[config.mk]
export PLATFORM = sky130hd
export DESIGN_NAME = thirtytwo_bit_recursive_carry_adder
export DESIGN_NICKNAME = d
export VERILOG_FILES = /design/src/rtl/thirtytwo_bit_recursive_carry_adder_pkg.sv /design/src/rtl/thirtytwo_bit_recursive_carry_adder_ks_prefix_cell.sv /design/src/rtl/thirtytwo_bit_recursive_carry_adder.sv
export SDC_FILE = /design/constraint.sdc
export NUM_CORES = 1
export LEC_CHECK = 0
export BUFFER_PORTS_ARGS = -buffer_cell sky130_fd_sc_hd__buf_4
export CAP_MARGIN = 20
export CORE_MARGIN = 4
export CORE_UTILIZATION = 51
export CTS_CLUSTER_DIAMETER = 200
export CTS_CLUSTER_SIZE = 24
export DETAILED_ROUTE_END_ITERATION = 7
export GPL_TIMING_DRIVEN = 0
export PLACE_DENSITY = 0.8
export SLEW_MARGIN = 20
export SYNTH_ARGS = -nofsm -noshare
export SYNTH_HDL_FRONTEND = slang
export SYNTH_SLANG_ARGS = --single-unit
[constraint.sdc]
create_clock -name clk -period 3.4 [get_ports clk]
set_input_delay 0.68 -clock clk [delete_from_list [all_inputs] [get_ports clk]]
set_output_delay 0.68 -clock clk [all_outputs]
set_load 0.05 [all_outputs]
[src/rtl/thirtytwo_bit_recursive_carry_adder_pkg.sv]
// Shared constants and helpers for the Kogge-Stone prefix adder.
// Width defaults to 32; the prefix depth is always derived from the width.
package thirtytwo_bit_recursive_carry_adder_pkg;

    localparam int unsigned DefaultWidth = 32;

    // The adder has no carry-in port; the carry form below keeps it explicit so it folds away.
    localparam logic CarryIn = 1'b0;

    function automatic int unsigned stages_of(input int unsigned width);
        return $clog2(width);
    endfunction

    function automatic bit is_pow2(input int unsigned width);
        return (width >= 2) && ((width & (width - 1)) == 0);
    endfunction

endpackage

[src/rtl/thirtytwo_bit_recursive_carry_adder_ks_prefix_cell.sv]
// Kogge-Stone prefix operator: merges a high (g, p) group with the adjacent lower group.
module ks_prefix_cell (
    input  logic g_hi,
    input  logic p_hi,
    input  logic g_lo,
    input  logic p_lo,
    output logic g_out,
    output logic p_out
);

    assign g_out = g_hi | (p_hi & g_lo);
    assign p_out = p_hi & p_lo;

endmodule

[src/rtl/thirtytwo_bit_recursive_carry_adder.sv]
// Unsigned WIDTH-bit adder: Kogge-Stone prefix carries, registered sum and carry-out.
// One result per clock, one cycle of latency, synchronous active-low reset.
module thirtytwo_bit_recursive_carry_adder
    import thirtytwo_bit_recursive_carry_adder_pkg::*;
#(
    parameter int unsigned WIDTH = DefaultWidth
) (
    input  logic             clk,
    input  logic             rst_n,
    input  logic [WIDTH-1:0] a,
    input  logic [WIDTH-1:0] b,
    output logic [WIDTH-1:0] sum,
    output logic             cout
);

    localparam int unsigned STAGES = stages_of(WIDTH);

    logic [WIDTH-1:0] g_bit;
    logic [WIDTH-1:0] p_bit;
    logic [WIDTH-1:0] g_fin;
    logic [WIDTH-1:0] p_fin;
    logic [WIDTH:0]   carry;
    logic [WIDTH-1:0] sum_d;
    logic [WIDTH-1:0] sum_q;
    logic             cout_d;
    logic             cout_q;

    assign g_bit = a & b;
    assign p_bit = a ^ b;

    for (genvar k = 0; k < STAGES; k++) begin : gen_lvl
        localparam int unsigned Span = 1 << k;

        logic [WIDTH-1:0] g_in;
        logic [WIDTH-1:0] p_in;
        logic [WIDTH-1:0] g_out;
        logic [WIDTH-1:0] p_out;

        if (k == 0) begin : gen_src_bits
            assign g_in = g_bit;
            assign p_in = p_bit;
        end else begin : gen_src_prev
            assign g_in = gen_lvl[k-1].g_out;
            assign p_in = gen_lvl[k-1].p_out;
        end

        for (genvar i = 0; i < WIDTH; i++) begin : gen_bit
            if (i >= Span) begin : gen_cell
                ks_prefix_cell u_cell (
                    .g_hi  (g_in[i]),
                    .p_hi  (p_in[i]),
                    .g_lo  (g_in[i-Span]),
                    .p_lo  (p_in[i-Span]),
                    .g_out (g_out[i]),
                    .p_out (p_out[i])
                );
            end else begin : gen_pass
                assign g_out[i] = g_in[i];
                assign p_out[i] = p_in[i];
            end
        end
    end

    assign g_fin = gen_lvl[STAGES-1].g_out;
    assign p_fin = gen_lvl[STAGES-1].p_out;

    // Full group-carry form with a constant-zero carry-in; the P terms simplify away.
    assign carry[0] = CarryIn;
    for (genvar i = 1; i <= WIDTH; i++) begin : gen_carry
        assign carry[i] = g_fin[i-1] | (p_fin[i-1] & CarryIn);
    end

    assign sum_d  = p_bit ^ carry[WIDTH-1:0];
    assign cout_d = carry[WIDTH];

    always_ff @(posedge clk) begin
        if (!rst_n) begin
            sum_q  <= '0;
            cout_q <= 1'b0;
        end else begin
            sum_q  <= sum_d;
            cout_q <= cout_d;
        end
    end

    assign sum  = sum_q;
    assign cout = cout_q;

endmodule

* Yosys cells after proc, flatten, opt, wreduce, memory -nomap -nowiden
Cells that the tools add are included.
Operators by class: bitwise logic cells 359
Operators by type and width (number):
- AND 1 bit | 227
- OR 1 bit | 129
- XOR 32 bit | 2
- AND 32 bit | 1
Word-level totals: logic and storage cells 361, input port bits 66, bits in registers 33, output and inout bits 33

* Logic depth before layout (Yosys ltp)
Gate-level depths: netlist (run 1).
depth after elaboration 11, depth in mapped cells 8, gate-level depth less buffers 8

* Hierarchy
A second synthesis (run 1) with hierarchy kept.
Second synthesis, totals: cell total of the unflattened synthesis 390, area, all modules 3532.1 sq um
Modules (own cells, without submodules):
- ks_prefix_cell | sequential area each 0.0 sq um, area an instance 15.0 sq um, cells each 2, instances 129
- thirtytwo_bit_recursive_carry_adder | sequential area each 660.6 sq um, area an instance 1595.3 sq um, cells each 132, instances 1

* Worst setup path before layout (run 1)
OpenSTA, ideal clock, no wires.
path type input -> register, start input port a[0], end register sum_q[20] (netlist: sum[20]), library setup time 120 ps, stages 8, setup slack 856 ps, arrival 2424 ps, path buffers 0, cell sequence ha_1 -> fa_1 -> a211oi_1 -> o21a_1 -> a211oi_4 -> nor3_1 -> o21ai_0 -> nor3b_1
On the way: word-level cells in the longest chain between the ends 8
RTL lines:
- from (decl) | RTL line thirtytwo_bit_recursive_carry_adder.sv:10 | input logic [WIDTH-1:0] a,
- AND 32 bit | RTL line thirtytwo_bit_recursive_carry_adder.sv:28 | assign g_bit = a & b;
- AND 1 bit | RTL line thirtytwo_bit_recursive_carry_adder_ks_prefix_cell.sv:11 | assign g_out = g_hi | (p_hi & g_lo);
- OR 1 bit | RTL line thirtytwo_bit_recursive_carry_adder_ks_prefix_cell.sv:11
- AND 1 bit | RTL line thirtytwo_bit_recursive_carry_adder_ks_prefix_cell.sv:11
- OR 1 bit | RTL line thirtytwo_bit_recursive_carry_adder_ks_prefix_cell.sv:11
- AND 1 bit | RTL line thirtytwo_bit_recursive_carry_adder_ks_prefix_cell.sv:11
- OR 1 bit | RTL line thirtytwo_bit_recursive_carry_adder_ks_prefix_cell.sv:11
- XOR 32 bit | RTL line thirtytwo_bit_recursive_carry_adder.sv:73 | assign sum_d = p_bit ^ carry[WIDTH-1:0];
- to (signal assigned) | RTL line thirtytwo_bit_recursive_carry_adder.sv:81 | sum_q <= sum_d;
- to (decl) | RTL line thirtytwo_bit_recursive_carry_adder.sv:24 | logic [WIDTH-1:0] sum_q;
Every way passes these cells. A chain may end at the register's enable or synchronous reset.

* Final worst setup path (run 1)
Same ends and word-level chain as after synthesis.

==> results of run 1 <==
==> critical path: cells and delay by family <==
| family | cells | cell delay, ns |
|---|---|---|
| adders and majority gates | 2 | 0.66 |
| and+or+nand+nor | 3 | 0.68 |
| buffers and inverters | 1 | 0.11 |
| AOI/OAI and AO/OA | 3 | 0.74 |
==> cell usage after synthesis (all sizes together) (4+ instances only) <==
cell	count
a21oi	44
nor2	37
dfxtp	33
ha	32
nand2	29
o21ai	29
nand3	13
o211ai	12
inv	11
nor3	10
o21a	10
xnor2	10
nand4	9
a21o	8
a211oi	7
clkbuf	7
nand2b	7
and2	6
buf	6
mux2i	5
nor3b	4
or3	4
xor2	4
==> final cells by class <==
class | count | area (µm²) | area share, %
Clock buffer | 6 | 82.6 | 2.22
Clock inverter | 2 | 13.8 | 0.371
Buffer | 13 | 56.3 | 1.52
Timing Repair Buffer | 97 | 728 | 19.6
Inverter | 12 | 45.0 | 1.21
Sequential cell | 33 | 661 | 17.8
Tap cell | 70 | 87.6 | 2.36
Multi-Input combinational cell | 307 | 2040 | 54.9
==> state kept, by name, summed over array words and instances (netlist names) <==
name,count
sum,32
cout,1
==> worst paths after layout <==
check | cells past startpoint | startpoint | slack, ns | endpoint
worst max-delay path | 9 | a[0] | 0.73 | sum[20]
worst min-delay path | 3 | b[0] | 0.70 | sum[0]
==> through the flow <==
| stage | worst slack (ns) | power [mW] |
|---|---|---|
| 6_report | 0.726 | 1.54 |
| 4_1_cts | 0.759 | 1.54 |
| 5_1_grt | 0.533 | 1.63 |
| 3_3_place_gp | 0.489 | 1.20 |
| 3_5_place_dp | 0.479 | 1.21 |
| 2_1_floorplan | 0.856 | 0.981 |
==> cell families (layout without fill, tap and decap cells) <==
group           Yosys count  after routing  synth area share (%)
buf+inv                  25            130                  3.62
mux                       5              5                  1.79
fa+ha+maj                33             33                  15.0
compound gates          132            132                  30.7
xor+xnor                 14             14                  4.38
simple gates            123            123                  21.0
flops                    33             33                  23.6
==> power groups by stage <==
stage               Combinational (mW)  Sequential [mW]  Clock, mW
finish                           0.755            0.453      0.327
global route                     0.814            0.458      0.357
CTS                              0.749            0.454      0.334
detailed placement               0.746            0.462          0
global placement                 0.737            0.460          0
floorplan                        0.335            0.646          0
==> metal layers <==
layer	GRT usage, %	up-vias	part of all wire (%)
li1	-	1558	-
met1	31.1	1432	43
met2	42.0	141	47
met3	4.77	14	7.9
met4	10.3	0	2.1
met5	0	-	0
==> out/results.txt, run 1 <==
Status -> finished, final reports clean
GRT Overall Usage -> 25.0%
Area Overhead vs Synth -> 32.6%
Total gr overflow -> 0
Clock Power Share -> 21.3%
Crit path time final -> 2.67 ns
Initial DRC count -> 197
HP Class -> in2reg
Ys flop type -> dfxtp_1
Port-buffer cells -> 97
Site Rows -> 26
Fin crit share -> 78.6%
Sequential Power Share -> 29.5%
Util after Layout -> 71.3%
Max-slew violation count -> 0
Max Fclk -> 374 MHz
Share of the synthesized area in the top cell type -> 23.6%
Post-route DRC -> 0
Starting Density -> 53.8%
CP Capture Type -> flip-flop
Worst Tran Pin Value -> 0.625 ns
I/O Pins -> 99
CP Max Fanout -> 4
Critical Path AT -> 2.86 ns
Vias in the first global route -> 2918
Post-synth EDFFs -> 0
Critical Path Slowest Stage Cell -> fa_1
First-pass GRT wire length -> 13100 µm
Fin cells -> 540
Seq cells post-synth -> 33
CTS Buf Count -> 5
Finished layout cell area -> 0.00371 mm²
Critical path class -> in2reg
Slew HR -> 58.3%
Layout cell share with drive strength beyond 1 -> 25.5%
Register area share after synthesis -> 23.6%
Cells after synthesis -> 365
Post-route ant nets -> 0
Commonest cells after routing, fill and taps aside -> 97 x buf_4, 44 x a21oi_1, 36 x nor2_1
Logic pwr share -> 49.2%
Synth cell types -> 49
Syn Nets -> 464
Fill cell count -> 460
Routed WL -> 8340 µm
Syn avg cell area -> 7.67 µm²
Switch Pwr -> 0.657 mW
Setup crit start kind -> input port
CTS max path bufs -> 2
Hold Violations, Final -> 0
WHS -> 0.696 ns
Largest net degree at the start of global routing -> 12
Synth area leader -> dfxtp_1
Final HPWL from detailed placement -> 6690 µm
CP Data Required Time -> 3.59 ns
Mapped Area -> 0.00280 mm²
Clock sinks -> 33
Ys Warns -> 0
Sw frac -> 42.8%
Horiz. Die Dim -> 82.1 µm
CP most frequent cell -> nor3_1
Final setup fails -> 0
Via count -> 3145
Routed WL per cell -> 15.5 µm
Placed Area -> 0.00362 mm²
Initial antenna violation count -> 0
# nets final -> 568
Die Y -> 82.1 µm
TritonCTS clock tree -> built
Die footprint -> 0.00674 mm²
Int Power -> 0.879 mW
DRT Pass-1 Iters -> 5
Hold_buf cts -> 0
Placed Cells -> 532
Final Wtd Congestion -> 0.895
P_leak -> 1.70 nW
Postcts setup bufs -> 0
H-tree levels -> 2
Post-synth ARST share -> 0%
Max-Cap Viols -> 0
Peak VDD IR -> 0.276 mV
Max incr delay on CP -> 0.43 ns
Worst-path clk slew -> 0.08 ns
CTS resizes -> 0
Diodes inserted -> 0
Root Buffer -> clkbuf_8
Final setup TNS -> 0 ns
Crit path cell chain -> buf_4, ha_1, fa_1, a211oi_1, o21a_1, a211oi_4, nor3_1, nor3_1, nor3b_1
Number of vias per cell -> 5.82
Commonest non-fill, non-tap cell in the layout -> buf_4
Pwr dens -> 414 mW/mm²
RSZ-0062 raised after global routing -> false
Synth top area cells -> dfxtp_1 24%, ha_1 14%, a21oi_1 7.9%
Core region area -> 0.00520 mm²
Note: power is estimated with default switching activity, not from simulation.
==> inputs of run 2 (changes only) <==
--- a/config.mk
+++ b/config.mk
@@ -8,12 +8,12 @@
 export BUFFER_PORTS_ARGS = -buffer_cell sky130_fd_sc_hd__buf_4
 export CAP_MARGIN = 20
 export CORE_MARGIN = 4
-export CORE_UTILIZATION = 51
+export CORE_UTILIZATION = 46
 export CTS_CLUSTER_DIAMETER = 200
 export CTS_CLUSTER_SIZE = 24
 export DETAILED_ROUTE_END_ITERATION = 7
 export GPL_TIMING_DRIVEN = 0
-export PLACE_DENSITY = 0.8
+export PLACE_DENSITY = 0.76
 export SLEW_MARGIN = 20
 export SYNTH_ARGS = -nofsm -noshare
 export SYNTH_HDL_FRONTEND = slang
==> constraint.sdc (replaced) <==
create_clock -name clk -period 2.2 [get_ports clk]
set_input_delay 0.44 -clock clk [delete_from_list [all_inputs] [get_ports clk]]
set_output_delay 0.44 -clock clk [all_outputs]
set_load 0.05 [all_outputs]
==> out/results.txt, run 2 (synthesis results as in run 1) <==
HP Class -> in2reg (unchanged)
Fin crit share -> 97.1%
Crit path time final -> 2.14 ns
Die Y -> 86.0 µm (was 82.1 µm)
Final Wtd Congestion -> 0.943 (was 0.895)
CTS Buf Count -> 5 (unchanged)
Clock sinks -> 33 (unchanged)
GRT Overall Usage -> 22.0% (was 25.0%)
# nets final -> 568 (unchanged)
WHS -> 0.469 ns (was 0.696 ns)
Setup crit start kind -> input port (unchanged)
Max-Cap Viols -> 0 (unchanged)
Hold_buf cts -> 0 (unchanged)
DRT Pass-1 Iters -> 5 (unchanged)
Logic pwr share -> 50.3% (was 49.2%)
Routed WL -> 8430 µm (was 8340 µm)
Post-route ant nets -> 0 (unchanged)
Core region area -> 0.00592 mm² (was 0.00520 mm²)
Max Fclk -> 468 MHz
Number of vias per cell -> 5.81 (was 5.82)
Status -> finished, final reports clean (unchanged)
Vias in the first global route -> 2972 (was 2918)
Slew HR -> 63.8% (was 58.3%)
Initial antenna violation count -> 0 (unchanged)
Hold_sp -> b[0] (unchanged)
Worst Tran Pin Value -> 0.539 ns (was 0.625 ns)
Diodes inserted -> 0 (unchanged)
Sequential Power Share -> 29.4% (was 29.5%)
Int Power -> 1.34 mW (was 0.879 mW)
Final setup TNS -> 0 ns (unchanged)
Critical path class -> in2reg (unchanged)
Register area -> 661 µm² (unchanged)
CP Data Required Time -> 2.43 ns (was 3.59 ns)
Fill cell count -> 540 (was 460)
P_leak -> 1.70 nW (about the same)
Layout cell share with drive strength beyond 1 -> 30.0% (was 25.5%)
Routed WL per cell -> 15.5 µm (about the same)
Util after Layout -> 64.3% (was 71.3%)
Number of flip-flops in the largest register -> 32 (unchanged)
Clock Power Share -> 20.2% (was 21.3%)
Peak VDD IR -> 0.367 mV (was 0.276 mV)
Pwr dens -> 624 mW/mm² (was 414 mW/mm²)
Critical path launch point -> a[4] (was a[0])
Switch Pwr -> 1.03 mW (was 0.657 mW)
Commonest cells after routing, fill and taps aside -> 100 x buf_4, 38 x a21oi_1, 36 x nor2_1 (was 97 x buf_4, 44 x a21oi_1, 36 x nor2_1)
Footprint of the multi-input gates -> 0.00212 mm² (was 0.00204 mm²)
Max-slew violation count -> 0 (unchanged)
RSZ-0062 raised after global routing -> false (unchanged)
Die footprint -> 0.00740 mm² (was 0.00674 mm²)
CP Max Fanout -> 6 (was 4)
Root Buffer -> clkbuf_8 (unchanged)
Area Overhead vs Synth -> 36.0% (was 32.6%)
TritonCTS clock tree -> built (unchanged)
I/O Pins -> 99 (unchanged)
Starting Density -> 47.3% (was 53.8%)
Initial DRC count -> 177 (was 197)
Sw frac -> 43.5% (was 42.8%)
Final HPWL from detailed placement -> 6650 µm (was 6690 µm)
CTS max path bufs -> 2 (unchanged)
Total gr overflow -> 0 (unchanged)
Horiz. Die Dim -> 86.0 µm (was 82.1 µm)
Site Rows -> 28 (was 26)
H-tree levels -> 2 (unchanged)
Hold Violations, Final -> 0 (unchanged)
Commonest non-fill, non-tap cell in the layout -> buf_4 (unchanged)
First-pass GRT wire length -> 13200 µm (was 13100 µm)
Port-buffer cells -> 97 (unchanged)
Worst-path clk slew -> 0.08 ns (about the same)
Largest net degree at the start of global routing -> 13 (was 12)
Critical Path AT -> 2.37 ns (was 2.86 ns)
Post-route DRC -> 0 (unchanged)
Final setup fails -> 0 (unchanged)
CP Capture Type -> flip-flop (unchanged)
Via count -> 3164 (was 3145)
==> run 2: cell types whose count changed in the layout (fill, tap and decap cells not counted), moves of 2 or more <==
cell / delta
a21oi_1: -6
a21oi_2: +5
a211oi_1: -4
a211oi_2: +4
buf_4: +3
clkbuf_1: -3
clkinvlp_4: +3
ha_1: -2
nor3_1: -2
nor3_2: +2
o21a_1: -2
o21a_2: +2
==> run 2: critical path: stages <==
cell and delay, ns:
buf_4 0.11, ha_1 0.36, o211ai_2 0.14, o211ai_2 0.28
a31oi_2 0.17, o21a_2 0.28, or4_1 0.51, nand3_1 0.09
==> run 2: layer usage <==
layer  share of wire [%]  wire length (µm)  vias up  track usage, %
met1                  42              3560     1479            27.1
met4                 1.4               121        0            6.33
met2                  49              4140      118            37.8
li1                    -                 -     1555               -
met3                 7.3               614       12            5.09
met5                   0                 0        -               0
==> run 2: final cells by class <==
type,count,area share [%]
buffer,10,1.18
clock buffer,5,1.81
clock inverter,3,0.591
inverter,12,1.18
multi-input combinational,307,55.7
sequential,33,17.3
tap,75,2.46
timing repair buffer,100,19.7
==> run 2: final timing paths <==
path | endpoint | slack (ns) | depth (start not counted)
hold / removal | sum[0] | 0.47 | 3
setup / recovery | sum[27] | 0.06 | 8
==> run 2: timing repair <==
action	in CTS	in global routing
buffers inserted	0	3
setup endpoints to repair	8	13
pin swaps	0	8
resized for setup	7	12
==> run 2: power by group through the flow <==
| stage | Combinational [mW] | Sequential (mW) | Clock [mW] |
|---|---|---|---|
| final | 1.20 | 0.700 | 0.481 |
| after global routing | 1.28 | 0.707 | 0.523 |
| after CTS | 1.17 | 0.700 | 0.488 |
| after detailed placement | 1.16 | 0.713 | 0 |
| after global placement | 1.14 | 0.713 | 0 |
| after floorplan | 0.520 | 0.998 | 0 |
==> run 2: stage by stage <==
step / cell area (µm²) / power (mW) / cells / setup slack [ns]
after floorplan: 2810 / 1.52 / 365 / 0.0500
after global routing: 3810 / 2.51 / 545 / 0.00543
after global placement: 3630 / 1.85 / 537 / -0.428
after CTS: 3740 / 2.36 / 545 / 0.0193
after detailed placement: 3630 / 1.87 / 537 / -0.458
final: 3810 / 2.38 / 545 / 0.0632
